===== config.mk =====
export PLATFORM = sky130hd
export DESIGN_NAME = mem_access_ctrl_flat
export DESIGN_NICKNAME = d
export VERILOG_FILES = /design/src/rtl/mem_bus_pkg.sv /design/src/rtl/mem_access_ctrl_if.sv /design/src/rtl/mem_access_ctrl_load_extend.sv /design/src/rtl/mem_access_ctrl.sv /design/src/flat_wrapper.sv
export SDC_FILE = /design/constraint.sdc
export NUM_CORES = 1
export LEC_CHECK = 0
export ABC_CLOCK_PERIOD_IN_PS = 2670
export BUFFER_PORTS_ARGS = -buffer_cell sky130_fd_sc_hd__buf_2
export CELL_PAD_IN_SITES_DETAIL_PLACEMENT = 1
export CELL_PAD_IN_SITES_GLOBAL_PLACEMENT = 2
export CORE_UTILIZATION = 29
export DETAILED_ROUTE_END_ITERATION = 7
export PLACE_DENSITY_LB_ADDON = 0.1
export SETUP_SLACK_MARGIN = 0.1
export SYNTH_ARGS = -nofsm -noshare
export SYNTH_HDL_FRONTEND = slang
export SYNTH_SLANG_ARGS = --single-unit
export TNS_END_PERCENT = 30

===== constraint.sdc =====
create_clock -name clk -period 2.67 [get_ports clk]
set_clock_uncertainty 0.15 [all_clocks]
set_input_delay 0.1335 -clock clk [delete_from_list [all_inputs] [get_ports clk]]
set_output_delay 0.1335 -clock clk [all_outputs]
set_load 0.005 [all_outputs]

===== src/rtl/mem_bus_pkg.sv =====
// mem_bus_pkg
//   Shared definitions for the MOV/MOC memory handshake initiator.
//   Holds access-type codes, error codes, read/write polarity, the
//   controller state enum and a small alignment helper.
package mem_bus_pkg;

  // RAM typeData encoding
  localparam logic [1:0] TYPE_BYTE = 2'b00;
  localparam logic [1:0] TYPE_HALF = 2'b01;
  localparam logic [1:0] TYPE_WORD = 2'b10;
  localparam logic [1:0] TYPE_RSVD = 2'b11;

  // err_code values, meaningful only while err is high
  localparam logic [1:0] ERR_NONE     = 2'b00;
  localparam logic [1:0] ERR_MISALIGN = 2'b01;
  localparam logic [1:0] ERR_RSVD     = 2'b10;
  localparam logic [1:0] ERR_TIMEOUT  = 2'b11;

  // Same polarity as the RAM rw pin
  localparam logic RW_READ  = 1'b1;
  localparam logic RW_WRITE = 1'b0;

  typedef enum logic [1:0] {
    ST_IDLE    = 2'd0,
    ST_ASSERT  = 2'd1,
    ST_RELEASE = 2'd2
  } state_e;

  // Halfwords need an even address, words a multiple of four.
  function automatic logic is_misaligned(input logic [1:0] acc_type,
                                         input logic [1:0] addr_lsb);
    return ((acc_type == TYPE_HALF) && addr_lsb[0]) ||
           ((acc_type == TYPE_WORD) && (addr_lsb != 2'b00));
  endfunction

endpackage


===== src/rtl/mem_access_ctrl_if.sv =====
// mem_access_ctrl_if
//   RAM side of the MOV/MOC four-phase handshake.
//   master : initiator (drives address/data/control and mem_mov)
//   slave  : RAM (returns mem_dout and mem_moc)
//   Signals:
//     mem_addr  byte address          mem_din   write data
//     mem_rw    1 = read, 0 = write   mem_type  byte/half/word
//     mem_mov   operation valid       mem_dout  read data
//     mem_moc   operation complete
interface mem_access_ctrl_if #(
  parameter int ADDR_W = 32,
  parameter int DATA_W = 32
) ();

  logic [ADDR_W-1:0] mem_addr;
  logic [DATA_W-1:0] mem_din;
  logic              mem_rw;
  logic [1:0]        mem_type;
  logic              mem_mov;
  logic [DATA_W-1:0] mem_dout;
  logic              mem_moc;

  modport master (
    output mem_addr,
    output mem_din,
    output mem_rw,
    output mem_type,
    output mem_mov,
    input  mem_dout,
    input  mem_moc
  );

  modport slave (
    input  mem_addr,
    input  mem_din,
    input  mem_rw,
    input  mem_type,
    input  mem_mov,
    output mem_dout,
    output mem_moc
  );

endinterface


===== src/rtl/mem_access_ctrl_load_extend.sv =====
// load_extend
//   Combinational load formatter: takes the raw RAM word and returns the
//   byte/halfword/word value zero- or sign-extended to DATA_W.
//   Ports:
//     i_type    access type code
//     i_signed  1 = sign-extend, 0 = zero-extend
//     i_raw     raw RAM DataOut
//     o_data    extended load data
module load_extend
  import mem_bus_pkg::*;
#(
  parameter int DATA_W = 32
) (
  input  logic [1:0]        i_type,
  input  logic              i_signed,
  input  logic [DATA_W-1:0] i_raw,
  output logic [DATA_W-1:0] o_data
);

  logic w_fill_b;
  logic w_fill_h;

  assign w_fill_b = i_signed & i_raw[7];
  assign w_fill_h = i_signed & i_raw[15];

  // Upper lanes of the raw word are ignored for narrow loads.
  always_comb begin
    o_data = i_raw;
    case (i_type)
      TYPE_BYTE: o_data = {{(DATA_W-8){w_fill_b}}, i_raw[7:0]};
      TYPE_HALF: o_data = {{(DATA_W-16){w_fill_h}}, i_raw[15:0]};
      default:   o_data = i_raw;
    endcase
  end

endmodule


===== src/rtl/mem_access_ctrl.sv =====
// mem_access_ctrl
//   Initiator side of the MOV/MOC memory handshake. Takes one load/store
//   command at a time, validates type and alignment, then runs a full
//   four-phase MOV/MOC transaction. Loads return extended data.
//   Ports:
//     clk, rst_n      clock, synchronous active-low reset
//     req..req_wdata  command from the datapath (sampled only in IDLE)
//     busy            high from acceptance until back in IDLE
//     done / err      one-cycle completion / rejection-or-abort pulses
//     err_code        cause of err
//     rdata           extended load data, valid with done
//     mem             RAM handshake bus (master side)
//
//   state      | meaning
//   -----------+-------------------------------------------------
//   ST_IDLE    | no transaction, mem_mov low, accepts req
//   ST_ASSERT  | mem_mov high, waiting for mem_moc to rise
//   ST_RELEASE | mem_mov low, waiting for mem_moc to fall
module mem_access_ctrl
  import mem_bus_pkg::*;
#(
  parameter int ADDR_W  = 32,
  parameter int DATA_W  = 32,
  parameter int TIMEOUT = 255
) (
  input  logic              clk,
  input  logic              rst_n,
  input  logic              req,
  input  logic              req_rw,
  input  logic [1:0]        req_type,
  input  logic              req_signed,
  input  logic [ADDR_W-1:0] req_addr,
  input  logic [DATA_W-1:0] req_wdata,
  output logic              busy,
  output logic              done,
  output logic              err,
  output logic [1:0]        err_code,
  output logic [DATA_W-1:0] rdata,
  mem_access_ctrl_if.master mem
);

  // Counter value on the last allowed waiting cycle of a phase.
  localparam logic [7:0] TC_VAL = 8'(TIMEOUT - 1);

  state_e            r_state;
  state_e            w_state_nxt;
  logic [7:0]        r_cnt;
  logic [7:0]        w_cnt_nxt;

  logic              r_busy,      w_busy_nxt;
  logic              r_done,      w_done_nxt;
  logic              r_err,       w_err_nxt;
  logic [1:0]        r_err_code,  w_err_code_nxt;
  logic [DATA_W-1:0] r_rdata,     w_rdata_nxt;
  logic [DATA_W-1:0] r_rd_raw,    w_rd_raw_nxt;
  logic [ADDR_W-1:0] r_mem_addr,  w_addr_nxt;
  logic [DATA_W-1:0] r_mem_din,   w_din_nxt;
  logic              r_mem_rw,    w_rw_nxt;
  logic [1:0]        r_mem_type,  w_type_nxt;
  logic              r_mem_mov,   w_mov_nxt;
  logic              r_signed,    w_signed_nxt;

  logic              w_req_rsvd;
  logic              w_req_misal;
  logic              w_tc;
  logic [DATA_W-1:0] w_din_fmt;
  logic [DATA_W-1:0] w_ext;

  assign w_req_rsvd  = (req_type == TYPE_RSVD);
  assign w_req_misal = is_misaligned(req_type, req_addr[1:0]);
  assign w_tc        = (r_cnt == TC_VAL);

  // Store data is right-justified; unused upper lanes are driven to zero.
  always_comb begin
    w_din_fmt = req_wdata;
    case (req_type)
      TYPE_BYTE: w_din_fmt = {{(DATA_W-8){1'b0}}, req_wdata[7:0]};
      TYPE_HALF: w_din_fmt = {{(DATA_W-16){1'b0}}, req_wdata[15:0]};
      default:   w_din_fmt = req_wdata;
    endcase
  end

  // Extension uses the latched type/sign so it matches the captured word.
  load_extend #(
    .DATA_W (DATA_W)
  ) u_load_extend (
    .i_type   (r_mem_type),
    .i_signed (r_signed),
    .i_raw    (r_rd_raw),
    .o_data   (w_ext)
  );

  // State and output registers
  always_ff @(posedge clk) begin
    if (!rst_n) begin
      r_state    <= ST_IDLE;
      r_cnt      <= '0;
      r_busy     <= 1'b0;
      r_done     <= 1'b0;
      r_err      <= 1'b0;
      r_err_code <= ERR_NONE;
      r_rdata    <= '0;
      r_rd_raw   <= '0;
      r_mem_addr <= '0;
      r_mem_din  <= '0;
      r_mem_rw   <= RW_READ;
      r_mem_type <= TYPE_BYTE;
      r_mem_mov  <= 1'b0;
      r_signed   <= 1'b0;
    end else begin
      r_state    <= w_state_nxt;
      r_cnt      <= w_cnt_nxt;
      r_busy     <= w_busy_nxt;
      r_done     <= w_done_nxt;
      r_err      <= w_err_nxt;
      r_err_code <= w_err_code_nxt;
      r_rdata    <= w_rdata_nxt;
      r_rd_raw   <= w_rd_raw_nxt;
      r_mem_addr <= w_addr_nxt;
      r_mem_din  <= w_din_nxt;
      r_mem_rw   <= w_rw_nxt;
      r_mem_type <= w_type_nxt;
      r_mem_mov  <= w_mov_nxt;
      r_signed   <= w_signed_nxt;
    end
  end

  // Next-state logic. A MOC edge takes priority over a timeout that
  // expires in the same cycle.
  always_comb begin
    w_state_nxt = r_state;
    case (r_state)
      ST_IDLE: begin
        if (req && !w_req_rsvd && !w_req_misal) begin
          w_state_nxt = ST_ASSERT;
        end
      end
      ST_ASSERT: begin
        if (mem.mem_moc) begin
          w_state_nxt = ST_RELEASE;
        end else if (w_tc) begin
          w_state_nxt = ST_IDLE;
        end
      end
      ST_RELEASE: begin
        if (!mem.mem_moc || w_tc) begin
          w_state_nxt = ST_IDLE;
        end
      end
      default: w_state_nxt = ST_IDLE;
    endcase
  end

  // Output logic: next values of the registered outputs.
  always_comb begin
    w_busy_nxt     = (w_state_nxt != ST_IDLE);
    w_mov_nxt      = (w_state_nxt == ST_ASSERT);
    w_done_nxt     = 1'b0;
    w_err_nxt      = 1'b0;
    w_err_code_nxt = r_err_code;
    w_rdata_nxt    = r_rdata;
    w_rd_raw_nxt   = r_rd_raw;
    w_addr_nxt     = r_mem_addr;
    w_din_nxt      = r_mem_din;
    w_rw_nxt       = r_mem_rw;
    w_type_nxt     = r_mem_type;
    w_signed_nxt   = r_signed;
    // Cleared on every state entry, counts while waiting in a phase.
    w_cnt_nxt      = ((r_state == ST_IDLE) || (w_state_nxt != r_state)) ?
                     8'd0 : r_cnt + 8'd1;

    case (r_state)
      ST_IDLE: begin
        if (req) begin
          if (w_req_rsvd) begin
            w_err_nxt      = 1'b1;
            w_err_code_nxt = ERR_RSVD;
          end else if (w_req_misal) begin
            w_err_nxt      = 1'b1;
            w_err_code_nxt = ERR_MISALIGN;
          end else begin
            w_addr_nxt   = req_addr;
            w_din_nxt    = w_din_fmt;
            w_rw_nxt     = req_rw;
            w_type_nxt   = req_type;
            w_signed_nxt = req_signed;
          end
        end
      end
      ST_ASSERT: begin
        if (mem.mem_moc) begin
          if (r_mem_rw == RW_READ) begin
            w_rd_raw_nxt = mem.mem_dout;
          end
        end else if (w_tc) begin
          w_err_nxt      = 1'b1;
          w_err_code_nxt = ERR_TIMEOUT;
        end
      end
      ST_RELEASE: begin
        if (!mem.mem_moc) begin
          w_done_nxt = 1'b1;
          // rdata only changes on a successful load.
          if (r_mem_rw == RW_READ) begin
            w_rdata_nxt = w_ext;
          end
        end else if (w_tc) begin
          w_err_nxt      = 1'b1;
          w_err_code_nxt = ERR_TIMEOUT;
        end
      end
      default: ;
    endcase
  end

  assign busy         = r_busy;
  assign done         = r_done;
  assign err          = r_err;
  assign err_code     = r_err_code;
  assign rdata        = r_rdata;
  assign mem.mem_addr = r_mem_addr;
  assign mem.mem_din  = r_mem_din;
  assign mem.mem_rw   = r_mem_rw;
  assign mem.mem_type = r_mem_type;
  assign mem.mem_mov  = r_mem_mov;

endmodule


===== src/flat_wrapper.sv =====
// flat-port wrapper written by rule: the top's interface ports become plain ports
module mem_access_ctrl_flat import mem_bus_pkg::*;
#(
  parameter int ADDR_W  = 32,
  parameter int DATA_W  = 32,
  parameter int TIMEOUT = 255
)
  (clk, rst_n, req, req_rw, req_type, req_signed, req_addr, req_wdata, busy, done, err, err_code, rdata, mem_mem_addr, mem_mem_din, mem_mem_rw, mem_mem_type, mem_mem_mov, mem_mem_dout, mem_mem_moc);
  mem_access_ctrl_if #(.ADDR_W(ADDR_W), .DATA_W(DATA_W)) mem_i ();
  input  logic clk;
  input  logic rst_n;
  input  logic req;
  input  logic req_rw;
  input  logic [1:0] req_type;
  input  logic req_signed;
  input  logic [ADDR_W-1:0] req_addr;
  input  logic [DATA_W-1:0] req_wdata;
  output logic busy;
  output logic done;
  output logic err;
  output logic [1:0] err_code;
  output logic [DATA_W-1:0] rdata;
  output wire logic [$bits(mem_i.mem_addr)-1:0] mem_mem_addr;
  output wire logic [$bits(mem_i.mem_din)-1:0] mem_mem_din;
  output wire logic [$bits(mem_i.mem_rw)-1:0] mem_mem_rw;
  output wire logic [$bits(mem_i.mem_type)-1:0] mem_mem_type;
  output wire logic [$bits(mem_i.mem_mov)-1:0] mem_mem_mov;
  input wire logic [$bits(mem_i.mem_dout)-1:0] mem_mem_dout;
  input wire logic [$bits(mem_i.mem_moc)-1:0] mem_mem_moc;
  assign mem_mem_addr = mem_i.mem_addr;
  assign mem_mem_din = mem_i.mem_din;
  assign mem_mem_rw = mem_i.mem_rw;
  assign mem_mem_type = mem_i.mem_type;
  assign mem_mem_mov = mem_i.mem_mov;
  assign mem_i.mem_dout = mem_mem_dout;
  assign mem_i.mem_moc = mem_mem_moc;
  mem_access_ctrl #(.ADDR_W(ADDR_W), .DATA_W(DATA_W), .TIMEOUT(TIMEOUT)) u_core (.clk(clk), .rst_n(rst_n), .req(req), .req_rw(req_rw), .req_type(req_type), .req_signed(req_signed), .req_addr(req_addr), .req_wdata(req_wdata), .busy(busy), .done(done), .err(err), .err_code(err_code), .rdata(rdata), .mem(mem_i));
endmodule

==> flow_summary.ini <==
[layout]
syn_to_final_growth_pct = 51.5
drive_gt1_share_pct = 26.5
fin_nets = 1082
final_cell_mix = nand2_1 (224), buf_2 (208), dfxtp_1 (148)
final_common_cell = nand2_1
antenna-diode-count = 0

[hold_path]
worstHoldPathCells = 3
min_from = rst_n
min_path_type = input port to flip-flop
holdPathEnd = u_core.mem.mem_rw

[timing]
fin_crit_ps = 2200
fmax_ghz = 0.454
tightest_slew_ps = 799
rsz0062_at_grt = false
finalSetupViolCount = 0
post-route-period-util_pct = 82.5
hold_viol_final = 0
slew_headroom_pct = 46.8
drv_slew = 0
setup_tns_ps = 0

[worst_setup_path]
worstReg2RegStart = u_core.r_state[1]
rr_worst_depth = 5
rr_endpoint = u_core.rdata[10]
ff2ff_setup_slack_ps = 470
critPathKind = flip-flop to flip-flop
crit_path_max_fanout = 10
worstSetupStartpointType = flip-flop
worstPathArrival_ps = 2310
cp-end-kind = flip-flop
required_ps = 2780

[synth]
yosys_warnings = 0
synth_area_mm2 = 0.00551
ys_seq_elements = 148
ys_types = 45
mappedNetlistNets = 791
ys_seq_area_share_pct = 53.8
synthCells = 681
syn_area_per_cell_um2 = 8.09

[route]
wl_um = 19100
firstDrtPassIters = 4
wl_per_cell_um = 15.7
ant_nets = 0
drt_iter0_drc = 172
viasPerCell = 4.77
drc = 0
vias = 5809

[placed_design]
gp_congestion = 0.735
io_buffers = 208
hpwl_um = 12500

[global_routing]
grt_pass1_vias = 6204
grt_max_degree = 70
grt_pass1_wl_um = 31100
grt_antenna_before_repair = 0
grt-ovfl-total = 0
gr-usage-all-layers_pct = 20.0

[clock_tree]
cts_buffer_depth = 2
numCtsBuffers = 17
cts_max_level = 4
cts_root_buf = clkbuf_16
clk_pin_slew_ps = 60
clock_latency_ps = 410
clock-sinks = 148
cts_tree = yes

[pwr]
total_leakage_power_nw = 3.56
vdd_drop_max_mv = 0.425
p_per_area_mw_per_mm2 = 652
power_mw = 5.44

[die]
num_io_pins = 209
initial_utilization_pct = 29.6
die_area_mm2 = 0.0196
die_x_um = 140
chipHeight_um = 140
rows = 50
coreArea_mm2 = 0.0186

[run]
cap_violations = 0

[status]
outcome = completed
## report_power, final
group / total (mW) / internal (mW) / switching (mW)
Sequential: 2.36 / 2.30 / 0.0538
Combinational: 0.641 / 0.303 / 0.337
Clock: 2.45 / 1.50 / 0.950
## state kept, by name, summed over array words and instances (netlist names), 2 cells and up
name                 count
u_core.err_code          2
u_core.mem.mem_addr     32
u_core.mem.mem_din      32
u_core.mem.mem_type      2
u_core.r_cnt             8
u_core.r_rd_raw         32
u_core.r_state           2
u_core.rdata            32
## synthesized netlist by cell type, drive strengths merged
cell,n,area share (%)
nand2,225,15
dfxtp,148,54
a21oi,134,12
clkbuf,33,2.3
nand3,29,2.6
o21ai,27,2.5
buf,14,1.5
nor4,8,0.91
ha,6,1.4
inv,6,0.41
nor2,6,0.41
xor2,5,0.79
a21o,4,0.54
and3,3,0.34
a211oi,2,0.27
a221oi,2,0.43
a31oi,2,0.23
and2,2,0.23
mux2i,2,0.36
nor2b,2,0.23
nor3,2,0.18
o21a,2,0.27
or2,2,0.23
or3,2,0.32
a2111o,1,0.20
a2111oi,1,0.16
and2b,1,0.14
and4,1,0.16
nand2b,1,0.11
nand4,1,0.11
nor3b,1,0.14
nor4b,1,0.16
o211ai,1,0.14
o221a,1,0.20
o221ai,1,0.16
o311ai,1,0.30
xnor2,1,0.16
## worst max-delay path, cell delays in order, from the launching register on
cell	delay [ps]
dfxtp_1	460
ha_1	250
and2b_1	230
nand2_2	200
a31oi_1	620
a21oi_1	150
## how the worst max path moves through the flow
stage / start / to / slack [ps]
5_1_grt: u_core.r_state[1] / u_core.rdata[10] / 270
3_3_place_gp: u_core.r_state[1] / u_core.rdata[28] / 380
4_1_cts: u_core.r_state[1] / u_core.rdata[23] / 190
2_1_floorplan: u_core.r_state[0] / u_core.err_code[0] / 860
6_report: u_core.r_state[1] / u_core.rdata[10] / 470
3_5_place_dp: u_core.r_state[1] / u_core.rdata[23] / 210
## metal layers
metal | vias up | part of all wire (%) | GRT usage (%)
met5 | - | 0 | 0
met2 | 161 | 49 | 35.6
met4 | 0 | 1.6 | 6.82
met3 | 23 | 5.4 | 5.37
met1 | 2768 | 44 | 23.1
li1 | 2857 | - | -
## through the flow
step / area (µm²) / worst slack (ps) / utilization (%) / cells / hold slack [ps]
finish: 8350 / 466 / 44.8 / 1219 / 32.8
global route: 8350 / 265 / 44.8 / 1219 / 45.0
CTS: 8350 / 193 / 44.8 / 1219 / 6.46
detailed placement: 6760 / 208 / 36.2 / 1088 / 233
global placement: 6760 / 377 / 36.2 / 1088 / 224
floorplan: 5510 / 859 / - / 681 / 108
## cell type report
type	count	area [µm²]
multi-input cells	480	2320
repair buffers	319	2150
well taps	234	293
clock inverters	12	154
fillers	2243	10300
inverters	6	23.8
flip-flops and latches	148	2960
clock buffers	20	447
## cell families after synthesis
family | count (synthesis) | synth area share, %
xor+xnor | 6 | 0.953
fa+ha+maj | 6 | 1.36
buf+inv | 53 | 4.18
flops | 148 | 53.8
compound gates | 179 | 17.7
mux | 2 | 0.363
simple gates | 287 | 21.7
## what timing repair did
action,CTS,global route
hold buffers,99,0
setup endpoints to repair,0,27
endpoints found under the hold margin,99,0
resized for setup,0,1
buffers inserted,0,0
Power figures use the tool's default switching activity.
